--- config.mk ---
export PLATFORM = sky130hd
export DESIGN_NAME = lane_motion_scheduler
export DESIGN_NICKNAME = d
export VERILOG_FILES = /design/src/rtl/lane_motion_scheduler.sv
export SDC_FILE = /design/constraint.sdc
export NUM_CORES = 1
export LEC_CHECK = 0
export BUFFER_PORTS_ARGS = -buffer_cell sky130_fd_sc_hd__buf_2
export CELL_PAD_IN_SITES_DETAIL_PLACEMENT = 1
export CELL_PAD_IN_SITES_GLOBAL_PLACEMENT = 1
export CORE_AREA = 2 2 287 289
export CTS_BUF_LIST = sky130_fd_sc_hd__clkbuf_8
export DETAILED_ROUTE_END_ITERATION = 7
export DIE_AREA = 0 0 289 291
export PLACE_DENSITY_LB_ADDON = 0.05
export SLEW_MARGIN = 30
export SYNTH_ARGS = -nofsm -noshare
export SYNTH_HDL_FRONTEND = slang
export SYNTH_SLANG_ARGS = --single-unit
--- constraint.sdc ---
create_clock -name Clk -period 12.9 [get_ports Clk]
set_input_delay 1.935 -clock Clk [delete_from_list [all_inputs] [get_ports Clk]]
set_output_delay 1.935 -clock Clk [all_outputs]
set_load 0.02 [all_outputs]
--- src/rtl/lane_motion_scheduler.sv ---
// Per-frame position sequencer for 8 traffic lanes x 4 objects. One shared
// next-position unit walks all 32 objects, then the frame is published in one edge.
module lane_motion_scheduler #(
    parameter int SCREEN_W  = 640,
    parameter int CAR_W     = 80,
    parameter int LPAD_W    = 40,
    parameter int OBJ_PITCH = 160
) (
    input  logic             Clk,
    input  logic             Reset,
    input  logic             frame_tick,
    input  logic             pause,
    input  logic             cfg_we,
    input  logic [2:0]       cfg_row,
    input  logic [2:0]       cfg_speed,
    input  logic             cfg_dir,
    input  logic [2:0]       cfg_count,
    output logic [3:0][10:0] Car_Row1_X,
    output logic [3:0][10:0] Car_Row2_X,
    output logic [3:0][10:0] Car_Row3_X,
    output logic [3:0][10:0] Car_Row4_X,
    output logic [3:0][10:0] LPad_Row1_X,
    output logic [3:0][10:0] LPad_Row2_X,
    output logic [3:0][10:0] LPad_Row3_X,
    output logic [3:0][10:0] LPad_Row4_X,
    output logic             busy,
    output logic             done,
    output logic             overrun
);

    localparam logic [10:0] SW  = 11'(SCREEN_W);
    localparam logic [10:0] CW  = 11'(CAR_W);
    localparam logic [10:0] LPW = 11'(LPAD_W);

    typedef enum logic [1:0] {IDLE, RUN, COMMIT} state_t;

    // live lane configuration
    logic [7:0][2:0] speed_q, speed_d, cnt_q, cnt_d;
    logic [7:0]      dir_q, dir_d;

    always_comb begin
        speed_d = speed_q;
        dir_d   = dir_q;
        cnt_d   = cnt_q;
        if (cfg_we) begin
            speed_d[cfg_row] = cfg_speed;
            dir_d[cfg_row]   = cfg_dir;
            cnt_d[cfg_row]   = (cfg_count > 3'd4) ? 3'd4 : cfg_count;
        end
    end

    always_ff @(posedge Clk or negedge Reset) begin
        if (!Reset) begin
            for (int l = 0; l < 8; l++) begin
                speed_q[l] <= 3'd1;
                dir_q[l]   <= 1'b0;
                cnt_q[l]   <= 3'd4;
            end
        end else begin
            speed_q <= speed_d;
            dir_q   <= dir_d;
            cnt_q   <= cnt_d;
        end
    end

    state_t           state_q;
    logic [4:0]       idx_q;
    logic [7:0][2:0]  snap_spd_q, snap_cnt_q;
    logic [7:0]       snap_dir_q;
    logic [31:0][10:0] wx_q, pub_q;
    logic [10:0]      nx_q;
    logic [4:0]       widx_q;
    logic             wvld_q;
    logic             busy_q, done_q, overrun_q;

    // shared adder/wrap unit for the object at idx_q
    logic [2:0]  lane;
    logic [1:0]  obj;
    logic [2:0]  spd;
    logic [10:0] x_cur, x_nxt, n, w;

    always_comb begin
        lane  = idx_q[4:2];
        obj   = idx_q[1:0];
        spd   = snap_spd_q[lane];
        x_cur = wx_q[idx_q];
        w     = lane[2] ? LPW : CW;
        n     = x_cur;
        x_nxt = x_cur;
        if (({1'b0, obj} < snap_cnt_q[lane]) && (spd != 3'd0)) begin
            if (!snap_dir_q[lane]) begin
                n = x_cur + {8'd0, spd};
                if (n >= SW && n <= 11'd1023) n = n - (SW + w);
            end else begin
                n = x_cur - {8'd0, spd};
                if (n >= 11'd1024 && n <= (11'd2047 - w)) n = n + (SW + w);
            end
            x_nxt = n;
        end
    end

    // Result of the shared unit is registered and written back a cycle later;
    // COMMIT waits for that last writeback before publishing.
    always_ff @(posedge Clk or negedge Reset) begin
        if (!Reset) begin
            state_q    <= IDLE;
            idx_q      <= 5'd0;
            nx_q       <= 11'd0;
            widx_q     <= 5'd0;
            wvld_q     <= 1'b0;
            busy_q     <= 1'b0;
            done_q     <= 1'b0;
            overrun_q  <= 1'b0;
            snap_spd_q <= '0;
            snap_dir_q <= '0;
            snap_cnt_q <= '0;
            for (int k = 0; k < 32; k++) begin
                wx_q[k]  <= 11'((k % 4) * OBJ_PITCH);
                pub_q[k] <= 11'((k % 4) * OBJ_PITCH);
            end
        end else begin
            done_q <= 1'b0;
            wvld_q <= 1'b0;
            if (wvld_q) wx_q[widx_q] <= nx_q;
            if (frame_tick && state_q != IDLE) overrun_q <= 1'b1;
            case (state_q)
                IDLE: begin
                    if (frame_tick && !pause) begin
                        snap_spd_q <= speed_d;
                        snap_dir_q <= dir_d;
                        snap_cnt_q <= cnt_d;
                        idx_q      <= 5'd0;
                        state_q    <= RUN;
                    end
                end
                RUN: begin
                    busy_q <= 1'b1;
                    nx_q   <= x_nxt;
                    widx_q <= idx_q;
                    wvld_q <= 1'b1;
                    idx_q  <= idx_q + 5'd1;
                    if (idx_q == 5'd31) state_q <= COMMIT;
                end
                COMMIT: begin
                    if (!wvld_q) begin
                        pub_q   <= wx_q;
                        done_q  <= 1'b1;
                        busy_q  <= 1'b0;
                        state_q <= IDLE;
                    end
                end
                default: state_q <= IDLE;
            endcase
        end
    end

    assign Car_Row1_X  = pub_q[3:0];
    assign Car_Row2_X  = pub_q[7:4];
    assign Car_Row3_X  = pub_q[11:8];
    assign Car_Row4_X  = pub_q[15:12];
    assign LPad_Row1_X = pub_q[19:16];
    assign LPad_Row2_X = pub_q[23:20];
    assign LPad_Row3_X = pub_q[27:24];
    assign LPad_Row4_X = pub_q[31:28];
    assign busy        = busy_q;
    assign done        = done_q;
    assign overrun     = overrun_q;

endmodule

### Word-level counts from Yosys, hierarchy flattened

Index checks and enable logic that the tools add are counted.

| storage, ports and cells | value |
|---|---|
| flip-flop bits (word level) | 843 |
| word-level logic and storage cells | 188 |
| output and inout port bits | 355 |
| input bits | 15 |

| operators by class | value |
|---|---|
| bitwise operators | 1 |
| add/sub/neg operators | 7 |
| $lt $le $gt $ge | 12 |
| muxes and demuxes | 38 |
| equality and inequality tests | 6 |
| reduce and logical (&&, ||, !) cells | 18 |

Operators by type and width:

| kind | count |
|---|---|
| $bwmux 352 | 1 |
| $mux 11 | 6 |
| $bmux 11 s5 | 1 |
| $demux 11 s5 | 1 |
| $bwmux 24 | 2 |
| $mux 24 | 2 |
| $bmux 3 s3 | 2 |
| $lt 5x6->1 const B | 2 |
| $mux 3 | 4 |
| $add 10x7->11 const A | 1 |
| $add 11x11->11 | 1 |
| $add 11x3->11 | 1 |
| $ge 11x10->1 const B | 1 |
| $ge 11x11->1 const B | 1 |
| $le 11x10->1 const B | 1 |
| $le 11x11->1 | 1 |
| $sub 11x11->11 | 1 |
| $sub 11x3->11 | 1 |
| $pmux 5 s2 | 1 |
| $demux 3 s3 | 1 |
| $sub 1x8->9 const A | 1 |
| $bwmux 8 | 1 |
| $lt 3x4->1 const B | 2 |
| $mux 8 | 1 |
| other kinds (25) | 45 |

### Logic depth before layout (Yosys ltp)

| depth | value |
|---|---|
| word-level depth | 8 |
| gate-level depth with buffers | 26 |
| depth with buffers taken out | 20 |

### Worst setup path before layout

No wires, ideal clock.

| path | value |
|---|---|
| path type | register to register |
| start | register idx_q[1] |
| end | register nx_q[6] |
| cell stages (with the launch flop) | 25 |
| period minus slack after synthesis | 5.524 ns |
| setup time | 0.076 ns |
| data required time | 12.824 ns |
| arrival | 5.448 ns |
| buffers on the path | 7 |
| slack | 7.376 ns |
| path through | dfrtp_1 buf_6 buf_12 buf_12 buf_6 buf_4 buf_1 buf_1 mux4_2 mux4_2 mux2i_1 ha_1 fa_1 nor2_1 nor4_1 xnor2_1 fa_1 a21o_1 a21oi_1 a41o_1 inv_1 a41o_1 nor3_1 a21oi_1 o21ai_1 |

| between the ends | value |
|---|---|
| word-level cells in the longest chain between the ends | 8 |
| elaborated cells on any way between the ends | 18 |
| those cells by class | add/sub: 4; order compare: 5; mux: 6; reduce/logical: 3 |

RTL lines:

| element | RTL line | source |
|---|---|---|
| from (decl) | 67 | `logic [4:0] idx_q;` |
| from (signal assigned) | 141 | `idx_q <= idx_q + 5'd1;` |
| $bmux 11 s5 | 86 | `x_cur = wx_q[idx_q];` |
| $mux 11 (not written as such) | 86 |  |
| $add 11x3->11 / $sub 11x3->11 (equally long branches) | 92, 95 |  |
| $ge 11x10->1, or another cell as far along | 93 | `if (n >= SW && n <= 11'd1023) n = n - (SW + w);` |
| $logic_and 1x1->1 (on tied branches) | 93, 96 |  |
| $mux 11 (on tied branches) | 93, 96 |  |
| $mux 11 | 91 | `if (!snap_dir_q[lane]) begin` |
| $mux 11 * | 90 | `if (({1'b0, obj} < snap_cnt_q[lane]) && (spd != 3'd0)) begin` |
| to (signal assigned) | 138 | `nx_q <= x_nxt;` |
| to (decl) | 71 | `logic [10:0] nx_q;` |

Every way passes the cells marked *; elsewhere a longest branch is shown, timed or not. The select of a mux whose other input is x is not followed.
A chain may end at the register's enable or synchronous reset.

### Final worst setup path

Ends and elaborated chain as after synthesis.

==> impl_metrics.xml <==
<?xml version="1.0" encoding="UTF-8"?>
<metrics>
  <group name="logic_synthesis">
    <metric name="syn-cell-area" unit="µm²">36280</metric>
    <metric name="dominantRegCellSynth" unit="">sky130_fd_sc_hd__dfrtp_1</metric>
    <metric name="synth_cell_types" unit="">76</metric>
    <metric name="synth_sequential_area_ratio" unit="">0.5863</metric>
    <metric name="synth.net_count" unit="">2442</metric>
    <metric name="synthesis.area_per_instance" unit="µm²">15.08</metric>
    <metric name="synth_async_sr_flop_share" unit="">1.000</metric>
    <metric name="postSynthCellCount" unit="">2406</metric>
    <metric name="number_of_synthesized_flops_with_an_enable_pin" unit="">0</metric>
    <metric name="synth.yosys.warnings" unit="">0</metric>
    <metric name="postSynthRegisterBits" unit="">843</metric>
  </group>
  <group name="critical_path">
    <metric name="worst_ep_arrival_time" unit="ps">7200</metric>
    <metric name="r2r_slack" unit="ps">6410</metric>
    <metric name="critPathLaunchType" unit="">flop</metric>
    <metric name="timing.reg2reg.worst_path_depth" unit="">18</metric>
    <metric name="endpoint_kind" unit="">flop</metric>
    <metric name="worst_reg2reg_path_endpoint" unit="">nx_q[6]$_DFFE_PN0P_</metric>
    <metric name="regToRegStartpoint" unit="">idx_q[1]$_DFFE_PN0P_</metric>
    <metric name="start_to_end_type_of_the_worst_setup_path" unit="">flop to flop</metric>
    <metric name="worst_ep_required_time" unit="ps">13610</metric>
    <metric name="crit_path_max_fanout" unit="">50</metric>
  </group>
  <group name="min_path">
    <metric name="hold_path_end" unit="">overrun$_DFFE_PN0P_</metric>
    <metric name="hold_class" unit="">flop to flop</metric>
    <metric name="whs_path_depth" unit="">1</metric>
    <metric name="min_from" unit="">overrun$_DFFE_PN0P_</metric>
  </group>
  <group name="floorplan">
    <metric name="dieWidth" unit="µm">289</metric>
    <metric name="design.core.area" unit="µm²">81190</metric>
    <metric name="ioPinCount" unit="">370</metric>
    <metric name="die_height" unit="µm">291</metric>
    <metric name="floorplan.rows" unit="">105</metric>
    <metric name="fp.dieArea" unit="µm²">84100</metric>
    <metric name="initial_core_utilization" unit="">0.4469</metric>
  </group>
  <group name="grt">
    <metric name="globalRoute.totalOverflow" unit="">0</metric>
    <metric name="grt_pass1_vias" unit="">24350</metric>
    <metric name="global_route_wire_length_before_repair" unit="µm">166400</metric>
    <metric name="largest_net_degree_at_the_start_of_global_routing" unit="">189</metric>
    <metric name="gr-usage-all-layers" unit="">0.2686</metric>
    <metric name="grt_antenna_before_repair" unit="">4</metric>
  </group>
  <group name="timing">
    <metric name="tightest_slew" unit="ps">1018</metric>
    <metric name="rsz0062_at_grt" unit="">no</metric>
    <metric name="worst_slack" unit="ps">6411</metric>
    <metric name="final_min_period_over_clock_period" unit="">0.5030</metric>
    <metric name="slew_viol_final" unit="">0</metric>
    <metric name="setup_violations" unit="">0</metric>
    <metric name="clock.fmax" unit="MHz">154.1</metric>
    <metric name="timing.slew.headroom" unit="">0.3214</metric>
    <metric name="skew" unit="ps">31.36</metric>
    <metric name="timing.setup.tns" unit="ps">0</metric>
    <metric name="hold_violations" unit="">0</metric>
    <metric name="fin_crit" unit="ps">6489</metric>
  </group>
  <group name="placement">
    <metric name="detailed_place_hpwl" unit="µm">75950</metric>
    <metric name="setup_slack_after_placement" unit="ps">6398</metric>
    <metric name="place.port_buffers" unit="">369</metric>
    <metric name="placedInstanceArea" unit="µm²">39160</metric>
    <metric name="gp_routability_congestion" unit="">0.8719</metric>
  </group>
  <group name="layout">
    <metric name="post-route-util" unit="">0.5199</metric>
    <metric name="flow.area_growth_from_synthesis" unit="%">16.32</metric>
    <metric name="layout.cell_area.non_filler" unit="µm²">42210</metric>
    <metric name="layout_commonest_cell" unit="">sky130_fd_sc_hd__mux2_2</metric>
    <metric name="fraction_of_final_layout_cells_sized_beyond_drive_strength_1" unit="">0.5706</metric>
    <metric name="finalNetCount" unit="">2846</metric>
    <metric name="final_cell_mix" unit="">802 x sky130_fd_sc_hd__mux2_2, 692 x sky130_fd_sc_hd__dfrtp_1, 368 x sky130_fd_sc_hd__buf_2</metric>
  </group>
  <group name="clocking">
    <metric name="htree_levels" unit="">4</metric>
    <metric name="cts_buffers" unit="">146</metric>
    <metric name="clock_sinks" unit="">843</metric>
    <metric name="post_cts.resized_instances" unit="">0</metric>
    <metric name="path_clk_slew" unit="ps">60</metric>
    <metric name="cts_tree" unit="">done</metric>
    <metric name="cts-root-to-sink-buffers" unit="">3</metric>
    <metric name="clock_insertion_delay_at_the_later_pin_of_the_skew_report" unit="ps">790</metric>
    <metric name="clk_root_buffer_cell" unit="">sky130_fd_sc_hd__clkbuf_8</metric>
    <metric name="postCtsSetupBuffers" unit="">0</metric>
    <metric name="cts_hold_buffers" unit="">0</metric>
  </group>
  <group name="route">
    <metric name="viasPerCell" unit="">5.594</metric>
    <metric name="detail_route.iter0.violations" unit="">1297</metric>
    <metric name="route.detailed.drc" unit="">0</metric>
    <metric name="route.final.wire_length" unit="µm">111000</metric>
    <metric name="drtPass1Iterations" unit="">5</metric>
    <metric name="routedWlPerCell" unit="µm">27.75</metric>
    <metric name="final_antenna_net_count" unit="">0</metric>
    <metric name="vias" unit="">22370</metric>
  </group>
  <group name="power_and_ir_drop">
    <metric name="p_per_area" unit="nW/µm²">228.9</metric>
    <metric name="p_leak" unit="µW">0.02108</metric>
    <metric name="maximum_resistive_drop_on_vdd" unit="V">0.0001344</metric>
  </group>
  <group name="run_status">
    <metric name="status" unit="">finished clean</metric>
  </group>
  <group name="job">
    <metric name="cap_violations" unit="">0</metric>
  </group>
</metrics>
-- worst max-delay path by stage --
stage / start / endpoint / slack [ps] / depth (start not counted)
6_report: idx_q[1]$_DFFE_PN0P_ / nx_q[6]$_DFFE_PN0P_ / 6410 / 18
5_1_grt: idx_q[1]$_DFFE_PN0P_ / nx_q[5]$_DFFE_PN0P_ / 5940 / 19
4_1_cts: idx_q[1]$_DFFE_PN0P_ / nx_q[6]$_DFFE_PN0P_ / 6370 / 18
3_5_place_dp: idx_q[1]$_DFFE_PN0P_ / nx_q[6]$_DFFE_PN0P_ / 6400 / 18
3_3_place_gp: idx_q[1]$_DFFE_PN0P_ / nx_q[6]$_DFFE_PN0P_ / 6610 / 18
2_1_floorplan: idx_q[1]$_DFFE_PN0P_ / nx_q[6]$_DFFE_PN0P_ / 7380 / 24
-- worst max-delay path: stages (launching register included) --
cell	delay [ps]
sky130_fd_sc_hd__dfrtp_4	1000
sky130_fd_sc_hd__buf_4	780
sky130_fd_sc_hd__mux4_2	460
sky130_fd_sc_hd__mux4_2	520
sky130_fd_sc_hd__mux2i_1	190
sky130_fd_sc_hd__ha_1	230
sky130_fd_sc_hd__fa_1	270
sky130_fd_sc_hd__nor2_1	80
sky130_fd_sc_hd__nor4_1	630
sky130_fd_sc_hd__xnor2_1	290
sky130_fd_sc_hd__fa_1	490
sky130_fd_sc_hd__a21o_1	180
sky130_fd_sc_hd__a21oi_1	290
sky130_fd_sc_hd__a41o_1	180
sky130_fd_sc_hd__inv_1	60
sky130_fd_sc_hd__a41o_1	330
sky130_fd_sc_hd__nor3_1	200
sky130_fd_sc_hd__a21oi_1	80
sky130_fd_sc_hd__o21ai_1	130
-- logic make-up after synthesis --
logic type | after synthesis | synth area share
multiplexers | 967 | 0.3199
flip-flops | 843 | 0.5863
AND/OR/NAND/NOR | 236 | 0.03221
buffers and inverters | 182 | 0.02321
AO/OA/AOI/OAI | 134 | 0.02469
XOR/XNOR | 23 | 0.005552
adder cells (fa/ha/maj) | 21 | 0.008069
-- state kept, by name, indices dropped and copies added (netlist names), 8 cells and up --
register and flops:
snap_dir_q 8, snap_spd_q 24, LPad_Row4_X 44, nx_q 11
snap_cnt_q 24, LPad_Row2_X 44, speed_q 24, Car_Row2_X 44
Car_Row4_X 44, Car_Row3_X 44, cnt_q 24, dir_q 8
wx_q 352, LPad_Row3_X 44, Car_Row1_X 44, LPad_Row1_X 44
-- through the flow --
| stage | hold WS [ps] | total power [µW] | cells |
|---|---|---|---|
| global placement | 448.5 | 7188 | 3727 |
| finish | 464.6 | 9659 | 3998 |
| detailed placement | 462.0 | 7291 | 3727 |
| floorplan | 449.3 | 6027 | 2406 |
| CTS | 474.3 | 9737 | 3990 |
| global route | 496.2 | 10220 | 3997 |
-- synth_stat cells, drive strengths merged, types with 15 or more instances --
cell type	instances	area share
mux2	803	0.25
dfrtp	699	0.48
dfstp	144	0.10
clkbuf	114	0.012
nand2	98	0.010
mux2i	92	0.026
mux4	72	0.045
buf	53	0.0098
o21ai	44	0.0062
nor2	36	0.0037
nand3	30	0.0041
a22oi	29	0.0060
a21oi	20	0.0028
ha	17	0.0059
nor2b	15	0.0026
-- power by group --
part,internal [µW],total [µW],switching (µW)
Combinational,1480,3400,1920
Sequential,3240,3860,620
Clock,1280,2400,1120
Total,6000,9660,3660
-- layout make-up --
cell class | count | area, µm²
Clock inverter | 83 | 412.9
Timing Repair Buffer | 423 | 2424
Sequential cell | 843 | 21290
Inverter | 15 | 56.30
Multi-Input combinational cell | 1381 | 14200
Fill cell | 8013 | 38980
Clock buffer | 180 | 2477
Tap cell | 1070 | 1339
Antenna cell | 3 | 7.507
-- metal layers --
layer  track usage  vias up  share of wire
li1              -     9551              -
met1        0.3664    12120           0.44
met2        0.4455      556           0.50
met3       0.04757      132          0.043
met4       0.06563        2          0.020
met5             0        -       0.000063
Note: power is estimated with default switching activity, not from simulation.
